File: src/rtl/l1_mem_arbiter.sv
// Shares one physical-memory port between I-cache fills and D-cache fills/writebacks.
// D-cache wins by default; a streak counter forces an I grant after STARVE_LIMIT consecutive D grants.
module l1_mem_arbiter #(
    parameter int ADDR_W       = 16,
    parameter int LINE_W       = 128,
    parameter int STARVE_LIMIT = 4
) (
    input  logic              clk,
    input  logic              reset,
    input  logic              i_read,
    input  logic [ADDR_W-1:0] i_addr,
    output logic              i_resp,
    output logic [LINE_W-1:0] i_rdata,
    input  logic              d_read,
    input  logic              d_write,
    input  logic [ADDR_W-1:0] d_addr,
    input  logic [LINE_W-1:0] d_wdata,
    output logic              d_resp,
    output logic [LINE_W-1:0] d_rdata,
    output logic              pmem_read,
    output logic              pmem_write,
    output logic [ADDR_W-1:0] pmem_address,
    output logic [LINE_W-1:0] pmem_wdata,
    input  logic [LINE_W-1:0] pmem_rdata,
    input  logic              pmem_resp
);

    localparam logic [1:0] IDLE    = 2'd0;
    localparam logic [1:0] SERVE_I = 2'd1;
    localparam logic [1:0] SERVE_D = 2'd2;

    localparam int SW = (STARVE_LIMIT > 0) ? $clog2(STARVE_LIMIT + 1) : 1;
    localparam logic [SW-1:0] LIMIT = SW'(STARVE_LIMIT);

    logic [1:0]    state;
    logic [SW-1:0] streak;
    logic          d_req;
    logic          i_starved;
    logic          grant_d;
    logic          grant_i;

    function automatic logic [SW-1:0] streak_inc(input logic [SW-1:0] s);
        return (s == LIMIT) ? s : s + 1'b1;
    endfunction

    always_comb begin
        d_req     = d_read | d_write;
        i_starved = i_read && (streak == LIMIT) && (STARVE_LIMIT != 0);
        grant_d   = (state == IDLE) && d_req && !i_starved;
        grant_i   = (state == IDLE) && !grant_d && i_read;
    end

    always_ff @(posedge clk) begin
        if (reset) begin
            state        <= IDLE;
            streak       <= '0;
            pmem_read    <= 1'b0;
            pmem_write   <= 1'b0;
            pmem_address <= '0;
            pmem_wdata   <= '0;
        end else begin
            case (state)
                IDLE: begin
                    // A combined read+write from the D-cache is a writeback.
                    if (grant_d) begin
                        state        <= SERVE_D;
                        pmem_read    <= ~d_write;
                        pmem_write   <= d_write;
                        pmem_address <= d_addr;
                        pmem_wdata   <= d_wdata;
                        streak       <= i_read ? streak_inc(streak) : '0;
                    end else if (grant_i) begin
                        state        <= SERVE_I;
                        pmem_read    <= 1'b1;
                        pmem_write   <= 1'b0;
                        pmem_address <= i_addr;
                        streak       <= '0;
                    end
                end
                SERVE_I, SERVE_D: begin
                    if (pmem_resp) begin
                        state      <= IDLE;
                        pmem_read  <= 1'b0;
                        pmem_write <= 1'b0;
                    end
                end
                default: state <= IDLE;
            endcase
        end
    end

    // Responses are combinational so the requester sees data in the pmem_resp cycle.
    assign i_resp  = (state == SERVE_I) && pmem_resp;
    assign d_resp  = (state == SERVE_D) && pmem_resp;
    assign i_rdata = pmem_rdata;
    assign d_rdata = pmem_rdata;

endmodule
File: config.mk
export PLATFORM = sky130hd
export DESIGN_NAME = l1_mem_arbiter
export DESIGN_NICKNAME = d
export VERILOG_FILES = /design/src/rtl/l1_mem_arbiter.sv
export SDC_FILE = /design/constraint.sdc
export NUM_CORES = 1
export LEC_CHECK = 0
export BUFFER_PORTS_ARGS = -buffer_cell sky130_fd_sc_hd__buf_2
export CAP_MARGIN = 25
export CORE_AREA = 2 2 271 273
export CTS_BUF_LIST = sky130_fd_sc_hd__clkbuf_4 sky130_fd_sc_hd__clkbuf_8 sky130_fd_sc_hd__clkbuf_16
export DETAILED_ROUTE_END_ITERATION = 12
export DIE_AREA = 0 0 273 275
export GPL_TIMING_DRIVEN = 0
export MAX_ROUTING_LAYER = met4
export PLACE_DENSITY = 0.35
export SLEW_MARGIN = 5
export SYNTH_ARGS = -nofsm -noshare
export SYNTH_HDL_FRONTEND = slang
export SYNTH_SLANG_ARGS = --single-unit
File: constraint.sdc
create_clock -name clk -period 3.6 [get_ports clk]
set_input_delay 0.54 -clock clk [delete_from_list [all_inputs] [get_ports clk]]
set_output_delay 0.54 -clock clk [all_outputs]
set_load 0.01 [all_outputs]
==> reports/metrics.cfg <==
[status]
status = finished, final reports clean

[pwr]
p_seq_share_pct = 35.7
p_per_area_nw_per_um2 = 423
leakagePower_uw = 0.00628
pwr-share-comb_pct = 28.4
switching_share_pct = 31.7
peakVddDrop_v = 0.000214
p_sw_uw = 1720
finalPower_uw = 5430
p_int_uw = 3700
clock_power_share_pct = 35.9

[min_path]
min_path_type = in2reg
min-delay-start = d_wdata[61]

[placed_design]
portBuffers = 566
place_congestion = 0.772
dp_hpwl_um = 30800
placedCellCount = 2492

[timing]
hold_violations = 0
fin_tns_setup_ps = 0
clock.fmax_mhz = 443
slew_violations = 0
rsz0062_at_grt = no
worst_slew_pin_slew_ps = 804
clock_skew_ps = 11.0
setup_viol = 0
min_period_ps = 2260
slew_headroom_pct = 46.4
whs_ps = 314
post-route-period-util_pct = 62.8

[yosys]
syn_nets = 1266
yosysMostFrequentCell = buf_4
synth_top_area_share_pct = 37.0
yosys_warnings = 0
ys_types = 34
postSynthCellCount = 967
async_reset_ff_share_pct = 0
syn_area_per_cell_um2 = 8.45
synth_area_leaders = dfxtp_1 (37%), buf_4 (25%), a21oi_1 (8.0%), nand3_1 (8.0%), o21ai_0 (8.0%)
synth_top_cells_by_count = buf_4 (269), dfxtp_1 (151), a21oi_1 (131)
seq_area_frac_synth_pct = 37.0
synth_area_um2 = 8180
yosysTopAreaCell = dfxtp_1
ys.flop_type = dfxtp_1
synth-seq-cells = 151
synth_edf_count = 0

[worst_setup_path]
crit_required_ps = 3990
cp-end-kind = flop
startpoint_type = flop
rr_startpoint = streak[0]
crit_start = streak[0]
worstSetupPathType = reg2reg
r2r_setup_slack_ps = 1340
crit_fanout = 10
cp.arrival_ps = 2650

[cts]
cts_tree = yes
numCtsBuffers = 17
cts-root-buf = clkbuf_16
htree_num_levels = 4
clk_latency_ps = 470
cts.sinks = 151
clk_pin_slew_ps = 70
ctsHoldBuffers = 0
cts_setup_buffers = 0
clk_path_buf_depth = 2
cts_resized = 0

[cells_and_area]
postLayoutCoreUtil_pct = 17.7
area_growth_pct = 57.0
fin_cells = 2528
final_layout_size_suffix_gt1_share_pct = 60.2
final_nets = 1851

[floorplanning]
pin_count = 698
initial_utilization_pct = 11.3
num_rows = 99
dieArea_um2 = 75100
core_um2 = 72300
die_height_um = 275
die_w_um = 273

[detailed_routing]
drt-initial-drc-count = 196
routed_via_density = 3.41
firstDrtPassIters = 5
routedWlPerCell_um = 15.0
routed_wirelength_um = 38000
drt_drc_violations_left = 0
dr_total_vias = 8631
drtAntennaViolNets = 0

[grt]
grtUsageTotal_pct = 9.78
grt_pass1_wl_um = 52200
grt-ovfl-total = 0
grt_max_degree = 17
grt_pass1_vias = 8223
antenna_found_initial = 1

[flow_run]
maxCapViolCount = 0

## layout by cell type, fill, tap and decap left out, types with 5 or more instances in the layout
cell type    n
dfxtp_1    151
mux2i_1     16
a21oi_1    131
nor3_1       5
ha_1         5
buf_4      269
clkbuf_1    24
o21ai_0    130
clkbuf_2    10
diode_2      5
a211oi_2    12
clkbuf_16   17
nand3_1    130
buf_6        9
inv_1        5
buf_2      589
a211oi_1     8
nor3_2      12
## flip-flops by register name, summed over array words and instances (netlist names)
signal	cells
pmem_wdata	128
state	2
streak	3
pmem_write	1
pmem_address	16
pmem_read	1
## routing by layer
metal / share of wire [%] / track usage (%) / vias to the layer above / wire length [um]
met2: 50 / 16.5 / 397 / 19100
li1: - / - / 4259 / -
met1: 39 / 10.6 / 3940 / 15000
met5: 0 / - / - / 0
met3: 8.3 / 3.26 / 35 / 3140
met4: 2.1 / 3.78 / 0 / 779
## through the flow
step / worst slack (ps) / area, um2
2_1_floorplan: 2030 / 8180
3_3_place_gp: 828 / 12200
3_5_place_dp: 1260 / 12200
4_1_cts: 1230 / 12800
5_1_grt: 1150 / 12800
6_report: 1340 / 12800
## worst max-delay path, stage by stage, from the launching register on
cell,delay (ps)
dfxtp_1,360
inv_1,60
ha_1,230
nand3_1,310
buf_2,500
buf_2,440
nand3_1,120
a21oi_1,150
## cells by family after synthesis
family / synth area share, %
AOI/OAI and AO/OA: 19.4
muxes: 2.10
DFF: 37.0
and+or+nand+nor: 11.0
adders and majority gates: 0.765
buffers and inverters: 29.8
## area by class of cell
type,count,area [um2]
clock inverters,11,148
multi-input cells,474,2720
clock buffers,20,467
flip-flops and latches,151,3020
inverters,5,18.8
diodes,5,12.5
well taps,959,1200
fillers,8358,59500
repair buffers,566,2830
plain buffers,337,2420
## worst paths after layout
check,endpoint,cells past startpoint
hold / removal,pmem_wdata[61],3
setup reg to reg,pmem_wdata[53],7
hold reg to reg,pmem_wdata[38],2
setup / recovery,pmem_wdata[53],7
## power groups by stage
stage	registers (uW)	logic, uW	clock network [uW]
3_5_place_dp	1980	1580	0
6_report	1940	1540	1950
5_1_grt	1960	1700	2110
3_3_place_gp	1970	1570	0
2_1_floorplan	2050	822	0
4_1_cts	1940	1580	2060
No activity file was read; power rests on OpenSTA's default activity.
